===== config.mk =====
export PLATFORM = sky130hd
export DESIGN_NAME = seg_scan_ctrl_flat
export DESIGN_NICKNAME = d
export VERILOG_FILES = /design/src/rtl/seg_pkg.sv /design/src/rtl/seg_scan_ctrl_if.sv /design/src/rtl/seg_blink_timer.sv /design/src/rtl/seg_scan_ctrl.sv /design/src/flat_wrapper.sv
export SDC_FILE = /design/constraint.sdc
export NUM_CORES = 1
export LEC_CHECK = 0
export BUFFER_PORTS_ARGS = -buffer_cell sky130_fd_sc_hd__buf_4
export CAP_MARGIN = 10
export CORE_MARGIN = 5
export CORE_UTILIZATION = 35
export CTS_CLUSTER_DIAMETER = 150
export DETAILED_ROUTE_END_ITERATION = 16
export PLACE_DENSITY = 0.52
export SETUP_SLACK_MARGIN = 0.3
export SYNTH_ARGS = -nofsm -noshare
export SYNTH_HDL_FRONTEND = slang
export SYNTH_SLANG_ARGS = --single-unit

===== constraint.sdc =====
create_clock -name clk -period 7.2 [get_ports clk]
set_input_delay 1.44 -clock clk [delete_from_list [all_inputs] [get_ports clk]]
set_output_delay 1.44 -clock clk [all_outputs]
set_load 0.02 [all_outputs]

===== src/rtl/seg_pkg.sv =====
// Shared types and constants for the 7-segment scan controller.
// Holds the FSM state enum, the display image bundle and a nibble picker.
package seg_pkg;

   localparam int N_DIGITS = 8;
   localparam int NIB_W = 4;
   localparam int IDX_W = 3;
   localparam logic [N_DIGITS-1:0] LED_EN_OFF = 8'hFF;

   typedef enum logic {
      S_BLANK = 1'b0,
      S_ON    = 1'b1
   } state_t;

   typedef struct packed {
      logic [N_DIGITS*NIB_W-1:0] data;
      logic [N_DIGITS-1:0]       mask;
      logic [N_DIGITS-1:0]       blink;
      logic                      boom;
   } img_t;

   function automatic logic [NIB_W-1:0] nib(
      input logic [N_DIGITS*NIB_W-1:0] d,
      input logic [IDX_W-1:0]          i
   );
      return d[{i, 2'b00} +: NIB_W];
   endfunction

endpackage


===== src/rtl/seg_scan_ctrl_if.sv =====
// Bus between image writer, scan controller and segment decoder/pins.
// master: writer side (drives image + load); slave: scan controller.
interface seg_scan_ctrl_if;

   logic [31:0] disp_data;
   logic [7:0]  disp_mask;
   logic [7:0]  blink_mask;
   logic        boom_in;
   logic        load;
   logic        load_ack;
   logic [3:0]  num_set;
   logic        boom1;
   logic [7:0]  led_en;
   logic        frame_start;

   modport master (
      output disp_data, disp_mask, blink_mask, boom_in, load,
      input  load_ack, num_set, boom1, led_en, frame_start
   );

   modport slave (
      input  disp_data, disp_mask, blink_mask, boom_in, load,
      output load_ack, num_set, boom1, led_en, frame_start
   );

endinterface


===== src/rtl/seg_blink_timer.sv =====
// Frame counter and blink phase toggle, advanced once per frame tick.
// Ports: clk, rst (async high), frame_tick in; blink_phase out.
module seg_blink_timer #(
   parameter int BLINK_FRAMES = 250
)(
   input  logic clk,
   input  logic rst,
   input  logic frame_tick,
   output logic blink_phase
);

   localparam int BW = (BLINK_FRAMES > 1) ? $clog2(BLINK_FRAMES) : 1;
   localparam logic [BW-1:0] LAST = BW'(BLINK_FRAMES - 1);

   logic [BW-1:0] fcnt;

   always_ff @(posedge clk or posedge rst) begin
      if (rst) begin
         fcnt        <= '0;
         blink_phase <= 1'b0;
      end else if (frame_tick) begin
         if (fcnt == LAST) begin
            fcnt        <= '0;
            blink_phase <= ~blink_phase;
         end else begin
            fcnt <= fcnt + 1'b1;
         end
      end
   end

endmodule


===== src/rtl/seg_scan_ctrl.sv =====
// 8-digit multiplexed 7-seg scan controller with double-buffered image.
// Ports: clk, rst (async high); bus (slave): image/load in, decoder/pins out.
module seg_scan_ctrl #(
   parameter int DIGIT_CYCLES = 100000,
   parameter int BLANK_CYCLES = 1000,
   parameter int BLINK_FRAMES = 250
)(
   input logic           clk,
   input logic           rst,
   seg_scan_ctrl_if.slave bus
);

   import seg_pkg::*;

   localparam int CNT_MAX = (DIGIT_CYCLES > BLANK_CYCLES) ?
                            DIGIT_CYCLES : BLANK_CYCLES;
   localparam int CW = (CNT_MAX > 1) ? $clog2(CNT_MAX) : 1;
   localparam logic [CW-1:0] ON_LAST    = CW'(DIGIT_CYCLES - 1);
   localparam logic [CW-1:0] BLANK_LAST = CW'(BLANK_CYCLES - 1);

   state_t           state, state_d;
   logic [IDX_W-1:0] idx, idx_d;
   logic [CW-1:0]    cnt, cnt_d;
   // Set by reset so the first clock acts as a frame boundary.
   logic             boot;
   logic             boundary, enter_blank;
   logic             blank_done, on_done;

   img_t             shadow, shadow_d, pend;
   logic             pend_valid, commit;
   logic             blink_phase, vis;

   logic [7:0]       led_en_q, led_en_d;
   logic [NIB_W-1:0] num_set_q, num_set_d;
   logic             boom1_q, boom1_d;
   logic             load_ack_q, frame_start_q;

   seg_blink_timer #(
      .BLINK_FRAMES(BLINK_FRAMES)
   ) u_blink (
      .clk        (clk),
      .rst        (rst),
      .frame_tick (boundary),
      .blink_phase(blink_phase)
   );

   always_ff @(posedge clk or posedge rst) begin
      if (rst) begin
         state <= S_BLANK;
         idx   <= '0;
         cnt   <= '0;
         boot  <= 1'b1;
      end else begin
         state <= state_d;
         idx   <= idx_d;
         cnt   <= cnt_d;
         boot  <= 1'b0;
      end
   end

   assign blank_done = !boot && state == S_BLANK && cnt == BLANK_LAST;
   assign on_done    = !boot && state == S_ON && cnt == ON_LAST;

   always_comb begin
      state_d     = state;
      idx_d       = idx;
      cnt_d       = cnt + 1'b1;
      boundary    = 1'b0;
      enter_blank = 1'b0;
      unique case (1'b1)
         boot: begin
            state_d     = S_BLANK;
            idx_d       = '0;
            cnt_d       = '0;
            boundary    = 1'b1;
            enter_blank = 1'b1;
         end
         blank_done: begin
            state_d = S_ON;
            cnt_d   = '0;
         end
         on_done: begin
            state_d     = S_BLANK;
            idx_d       = idx + 1'b1;
            cnt_d       = '0;
            enter_blank = 1'b1;
            boundary    = (idx == IDX_W'(N_DIGITS - 1));
         end
         default: ;
      endcase
   end

   // Outputs are computed from the next state so the registered
   // pins line up exactly with the state they belong to.
   always_comb begin
      commit   = boundary && pend_valid;
      shadow_d = commit ? pend : shadow;
      vis      = shadow.mask[idx_d] &&
                 !(shadow.blink[idx_d] && blink_phase);
      led_en_d = LED_EN_OFF;
      if (state_d == S_ON && vis)
         led_en_d = ~(8'd1 << idx_d);
      num_set_d = num_set_q;
      boom1_d   = boom1_q;
      if (enter_blank) begin
         num_set_d = nib(shadow_d.data, idx_d);
         boom1_d   = shadow_d.boom;
      end
   end

   always_ff @(posedge clk or posedge rst) begin
      if (rst) begin
         led_en_q      <= LED_EN_OFF;
         num_set_q     <= '0;
         boom1_q       <= 1'b0;
         load_ack_q    <= 1'b0;
         frame_start_q <= 1'b0;
      end else begin
         led_en_q      <= led_en_d;
         num_set_q     <= num_set_d;
         boom1_q       <= boom1_d;
         load_ack_q    <= commit;
         frame_start_q <= boundary;
      end
   end

   // A load on the boundary cycle lands in pending after the commit,
   // so it waits for the following frame.
   always_ff @(posedge clk or posedge rst) begin
      if (rst) begin
         shadow     <= '0;
         pend       <= '0;
         pend_valid <= 1'b0;
      end else begin
         shadow <= shadow_d;
         if (bus.load) begin
            pend.data  <= bus.disp_data;
            pend.mask  <= bus.disp_mask;
            pend.blink <= bus.blink_mask;
            pend.boom  <= bus.boom_in;
            pend_valid <= 1'b1;
         end else if (commit) begin
            pend_valid <= 1'b0;
         end
      end
   end

   assign bus.led_en      = led_en_q;
   assign bus.num_set     = num_set_q;
   assign bus.boom1       = boom1_q;
   assign bus.load_ack    = load_ack_q;
   assign bus.frame_start = frame_start_q;

endmodule


===== src/flat_wrapper.sv =====
// flat-port wrapper written by rule: the top's interface ports become plain ports
module seg_scan_ctrl_flat import seg_pkg::*;
#(
   parameter int DIGIT_CYCLES = 100000,
   parameter int BLANK_CYCLES = 1000,
   parameter int BLINK_FRAMES = 250
)
  (clk, rst, bus_disp_data, bus_disp_mask, bus_blink_mask, bus_boom_in, bus_load, bus_load_ack, bus_num_set, bus_boom1, bus_led_en, bus_frame_start);
  seg_scan_ctrl_if bus_i ();
  input logic clk;
  input logic rst;
  input wire logic [$bits(bus_i.disp_data)-1:0] bus_disp_data;
  input wire logic [$bits(bus_i.disp_mask)-1:0] bus_disp_mask;
  input wire logic [$bits(bus_i.blink_mask)-1:0] bus_blink_mask;
  input wire logic [$bits(bus_i.boom_in)-1:0] bus_boom_in;
  input wire logic [$bits(bus_i.load)-1:0] bus_load;
  output wire logic [$bits(bus_i.load_ack)-1:0] bus_load_ack;
  output wire logic [$bits(bus_i.num_set)-1:0] bus_num_set;
  output wire logic [$bits(bus_i.boom1)-1:0] bus_boom1;
  output wire logic [$bits(bus_i.led_en)-1:0] bus_led_en;
  output wire logic [$bits(bus_i.frame_start)-1:0] bus_frame_start;
  assign bus_i.disp_data = bus_disp_data;
  assign bus_i.disp_mask = bus_disp_mask;
  assign bus_i.blink_mask = bus_blink_mask;
  assign bus_i.boom_in = bus_boom_in;
  assign bus_i.load = bus_load;
  assign bus_load_ack = bus_i.load_ack;
  assign bus_num_set = bus_i.num_set;
  assign bus_boom1 = bus_i.boom1;
  assign bus_led_en = bus_i.led_en;
  assign bus_frame_start = bus_i.frame_start;
  seg_scan_ctrl #(.DIGIT_CYCLES(DIGIT_CYCLES), .BLANK_CYCLES(BLANK_CYCLES), .BLINK_FRAMES(BLINK_FRAMES)) u_core (.clk(clk), .rst(rst), .bus(bus_i));
endmodule

== After elaboration in Yosys (flattened, before gate mapping) ==
Index checks and enable logic that the tools add are counted.

* Multiply operators: 0
* Mux-type cells: 14
* Order comparisons: 1
* Reductions and logical operators: 14
* Add/sub/neg operators: 3
* Equality and inequality tests: 4
* Bitwise gates (word level): 3
* Div/mod/pow operators: 0
* Shifts and indexed selects: 2

{| class="wikitable"
|+ Operator list
! kind !! number
|-
| $mux W49 || 1
|-
| $shiftx A32 B6 Y4 || 1
|-
| $add A17 B1 Y17 const B || 1
|-
| $eq A17 B10 Y1 const B || 1
|-
| $eq A17 B17 Y1 const B || 1
|-
| $mux W17 || 1
|-
| $mux W8 || 2
|-
| $add A8 B1 Y8 const B || 1
|-
| $eq A8 B8 Y1 const B || 1
|-
| $logic_and A1 B1 Y1 || 8
|-
| $not A8 Y8 || 1
|-
| $shl A1 B3 Y8 const A || 1
|-
| $bmux W1 S3 || 2
|-
| $pmux W3 S2 || 1
|-
| $mux W1 || 5
|-
| $lt A3 B4 Y1 const B || 1
|-
| $pmux W1 S2 || 2
|-
| $add A3 B1 Y3 const B || 1
|-
| $eq A3 B3 Y1 const B || 1
|-
| $reduce_or A3 Y1 || 1
|-
| $logic_not A1 Y1 || 2
|-
| $not A1 Y1 || 2
|-
| $reduce_and A2 Y1 || 1
|-
| $reduce_bool A2 Y1 || 1
|-
| $reduce_or A2 Y1 || 1
|}

* Output and inout port bits: 15
* Bits in registers: 145
* RAM bits: 0
* Bits in read-only memories: 0
* Bits in latches: 0
* Input bits: 52
* Memories: 0

== Depth between registers and ports, before layout ==
* Depth in word-level cells: 11
* Gate-level depth with buffers: 10

== Modules after synthesis ==
Synthesis repeated with hierarchy kept, for this count alone.

* Cell total of the unflattened synthesis: 545
* Area total of the unflattened synthesis: 6319.8 sq um

{| class="wikitable"
|+ By module, submodules not included
! module !! cells each !! area each (sq um) !! seq. area each (sq um) !! times used
|-
| seg_scan_ctrl || 492 || 5801.8 || 3414.5 || 1
|-
| seg_blink_timer || 53 || 518.0 || 225.2 || 1
|}

== Worst setup path after synthesis ==
Ideal clock, no wire load.

* Path kind: register to register
* Start point: reg u_core.cnt[11]
* End point: reg u_core.num_set_q[0] (netlist: u_core.bus.num_set[0])
* Data arrival time: 2.634 ns
* Library setup time: 0.128 ns
* Clock period less this slack: 2.763 ns
* Stages on the path, launching flop included: 9
* Path buffers: 1
* Setup slack: 4.437 ns
* Data required time: 7.072 ns
* Cell sequence: dfrtp_1 -> or4_4 -> or4_4 -> o21ai_2 -> and2_1 -> buf_2 -> mux2_2 -> a211oi_1 -> a211oi_1

* Word-level cells in the longest chain between the ends: 6

{| class="wikitable"
|+ RTL lines
! what !! RTL line !! RTL
|-
| from (decl) || seg_scan_ctrl.sv:23 || <nowiki>logic [CW-1:0] cnt, cnt_d;</nowiki>
|-
| from (signal assigned) || seg_scan_ctrl.sv:56 || <nowiki>cnt <= cnt_d;</nowiki>
|-
| $eq A17 B17 Y1 * || seg_scan_ctrl.sv:62 || <nowiki>assign on_done = !boot && state == S_ON && cnt == ON_LAST;</nowiki>
|-
| $logic_and A1 B1 Y1 * || seg_scan_ctrl.sv:62 ||
|-
| $pmux W1 S2 || seg_scan_ctrl.sv:70 || <nowiki>unique case (1'b1)</nowiki>
|-
| $logic_and A1 B1 Y1 || seg_scan_ctrl.sv:96 || <nowiki>commit = boundary && pend_valid;</nowiki>
|-
| $mux W49 || seg_scan_ctrl.sv:97 || <nowiki>shadow_d = commit ? pend : shadow;</nowiki>
|-
| $shiftx A32 B6 Y4 || seg_pkg.sv:26 || <nowiki>return d[{i, 2'b00} +: NIB_W];</nowiki>
|-
| to (signal assigned) || seg_scan_ctrl.sv:120 || <nowiki>num_set_q <= num_set_d;</nowiki>
|-
| to (decl) || seg_scan_ctrl.sv:34 || <nowiki>logic [NIB_W-1:0] num_set_q, num_set_d;</nowiki>
|}

Every way passes the cells marked *; elsewhere a longest branch is shown, timed or not.
A chain may end at the register's enable or synchronous reset.

== Worst setup path after layout ==
* Start point: reg u_core.cnt[11]
* End point: reg u_core.num_set_q[3] (netlist: u_core.bus.num_set[3])

{| class="wikitable"
|+ RTL lines
! what !! RTL line !! RTL
|-
| $eq A17 B17 Y1 || seg_scan_ctrl.sv:62 ||
|-
| $logic_and A1 B1 Y1 || seg_scan_ctrl.sv:62 ||
|-
| $pmux W3 S2 || seg_scan_ctrl.sv:70 ||
|-
| named net u_core.idx_d[0] || seg_scan_ctrl.sv:22 || <nowiki>logic [IDX_W-1:0] idx, idx_d;</nowiki>
|-
| $shiftx A32 B6 Y4 || seg_pkg.sv:26 ||
|}

The timed path passes the listed nets, and every way through them passes these cells.

==> summary.txt <==
Synth Cell Area: 6170 µm²
Area Growth Syn to Fin: 21.6%
WHS Endpoint: u_core.cnt[0]
syn avg cell area: 12.4 µm²
Yosys Warn Count: 0
Post-DP HPWL: 9.28 mm
vias per cell: 4.93
worst hold path class: register to register
total CTS buffers: 17
Max rail drop VDD: 0.000156 V
Port Buffers: 66
global-route wire length before repair: 22.0 mm
Max-Cap Viols: 0
clk_skew: 12.2 ps
Post-Place Worst Slack: 3830 ps
Synth cell types: 45
Setup WS post-layout: 3800 ps
commonest non-fill, non-tap cell in the layout: dfrtp_1
GP Congestion: 0.805
CP max FO: 12
area of the core: 17300 µm²
critical path data arrival time: 3720 ps
CTS H-tree lvls: 4
die area: 20400 µm²
Hold WS: 472 ps
post-layout min period: 3400 ps
flops & latches, synth: 145
clock latency on the worst-skew pair: 420 ps
Die Ht: 143 µm
Main synth FF type: dfrtp_1
Num Clock Sinks: 145
fraction of registers with async set/reset: 100%
status: finished clean
Fillers: 1637
Worst R2R Setup Slack: 3800 ps
Slew headroom: 36.3%
Post-CTS Hold Fix Bufs: 0
drt initial violations: 254
antenna viol nets, final: 0
CTS clk-pin slew, worst paths: 60 ps
final wirelength: 13.1 mm
Post-synth EDFFs: 0
Clock Tree Buf Depth: 2
reg-to-reg endpoint: u_core.bus.num_set[3]
Power Density: 277 nW/µm²
DR DRC count: 0
number of top-level pins: 67
RSZ-0062 raised after global routing: no
Die Span X: 143 µm
most frequent cells in the layout: 136 x dfrtp_1, 87 x mux2_2, 69 x buf_4, 60 x nor2_1, 29 x inv_1
Net Count, Synth: 554
fmax: 294 MHz
Fin. Hold Viols: 0
total negative slack: 0 ps
# diodes: 0
cts repair resizes: 0
startpoint types: register
via count: 3978
drt wl/cell: 16.2 µm
Hold Startpoint: u_core.cnt[0]
cell count of the worst hold path: 1
root buf cell: clkbuf_16
Overflow after GRT: 0
pin count of the biggest net entering global routing: 80
total track usage: 13.8%
register area share after synthesis: 59.0%
Starting Density: 35.7%
critical path type: register to register
Site Rows: 48
Slew @ Worst Pin: 955 ps
CTS tree: built
Post-layout nets: 626
1st-pass router iterations: 6
worst reg2reg path depth: 7
dpl cells: 775
final max-slew violation count: 0
layout cells sized above 1: 34.9%
CP endpoint kind: register
P_leak: 3.32 nW
r2r startpoint: u_core.cnt[11]
Worst EP required: 7520 ps
period utilization: 47.2%
count of final setup violators: 0
cells after synthesis: 497
Setup Buffers After CTS: 0
vias in the first global route: 4126
antenna violations before repair: 0
Finished Layout Cells: 807
metal layers:
metal	global-route usage (%)	routed length [µm]	up-vias	part of all wire, %
li1	-	-	1884	-
met1	18.7	6180	1998	47
met2	21.4	6300	79	48
met3	3.95	418	17	3.2
met4	4.70	206	0	1.6
met5	0	0	-	0
power by group:
group          internal, mW  total, mW  switching (mW)
registers             0.920      0.978          0.0586
logic                 0.124      0.236           0.112
clock network         0.520      0.860           0.339
layout make-up:
| cell class | instances | area, µm² | area share, % |
|---|---|---|---|
| Clock inverter | 12 | 133 | 1.77 |
| Clock buffer | 20 | 447 | 5.96 |
| Timing Repair Buffer | 69 | 518 | 6.91 |
| Sequential cell | 145 | 3640 | 48.5 |
| Multi-Input combinational cell | 305 | 2360 | 31.4 |
| Tap cell | 225 | 282 | 3.76 |
| Inverter | 31 | 121 | 1.62 |
worst max-delay path by stage:
stage	start	to	slack, ps	cells after the start
after floorplan	rst	u_core.bus.boom1	1880	1
after global routing	u_core.cnt[11]	u_core.bus.num_set[3]	3500	7
final	u_core.cnt[11]	u_core.bus.num_set[3]	3800	7
after CTS	u_core.cnt[11]	u_core.bus.num_set[3]	3820	7
after detailed placement	u_core.cnt[11]	u_core.bus.num_set[3]	3830	7
after global placement	u_core.cnt[11]	u_core.bus.num_set[3]	3880	7
stage by stage:
| step | utilization (%) | total power, mW | cell area, µm² |
|---|---|---|---|
| after floorplan | - | 1.14 | 6170 |
| after global placement | 40.0 | 1.23 | 6920 |
| after detailed placement | 40.0 | 1.23 | 6920 |
| after CTS | 43.3 | 2.11 | 7500 |
| after global routing | 43.3 | 2.18 | 7500 |
| final | 43.3 | 2.07 | 7500 |
worst max-delay path: stages, from the launching register on:
cell and delay [ps]:
dfrtp_1 430, or4_4 590, nor4_4 460, a21oi_1 250, a21oi_1 820, inv_1 160
or3_1 410, a211oi_1 200
cells by family (layout without fill, tap and decap cells):
family / after synthesis / after routing / share of synthesized area [%]
AOI/OAI and AO/OA: 49 / 49 / 5.58
xor gates and xnor gates: 18 / 18 / 2.56
adders and majority gates: 5 / 5 / 1.01
buffers and inverters: 47 / 132 / 2.94
DFF: 145 / 145 / 59.0
muxes: 107 / 107 / 19.1
other: 1 / 1 / 0.0608
and+or+nand+nor: 125 / 125 / 9.70
synthesized netlist by cell type, types with 2 or more instances:
cell type,number,share of area (%)
a211oi_1,10,1.2
a21boi_0,2,0.24
a21o_1,2,0.24
a21oi_1,3,0.24
a31oi_1,4,0.41
and2_1,2,0.20
buf_1,3,0.18
buf_2,4,0.32
clkbuf_1,9,0.55
dfrtp_1,136,55
dfstp_2,9,3.8
ha_1,5,1.0
inv_1,30,1.8
mux2_2,87,16
mux2i_1,20,3.2
nand2_1,15,0.91
nand2b_1,3,0.30
nand3_1,19,1.5
nand4_1,5,0.51
nand4b_1,3,0.43
nor2_1,60,3.7
nor3_1,4,0.32
nor4_1,3,0.30
o21ai_0,7,0.57
o22ai_1,10,1.0
o41ai_1,2,0.28
or3_1,5,0.51
or4_4,2,0.37
xnor2_1,8,1.1
xor2_1,10,1.4
flip-flops by register name, summed over array words and instances (netlist names):
| register | flops |
|---|---|
| u_core.u_blink.blink_phase | 1 |
| u_core.idx | 3 |
| u_core.bus.load_ack | 1 |
| u_core.u_blink.fcnt | 8 |
| u_core.state | 1 |
| u_core.bus.boom1 | 1 |
| u_core.bus.led_en | 8 |
| u_core.boot | 1 |
| u_core.bus.num_set | 4 |
| u_core.pend_valid | 1 |
| u_core.cnt | 17 |
| u_core.pend | 49 |
| u_core.shadow | 49 |
| u_core.bus.frame_start | 1 |
No activity file was read; power rests on OpenSTA's default activity.
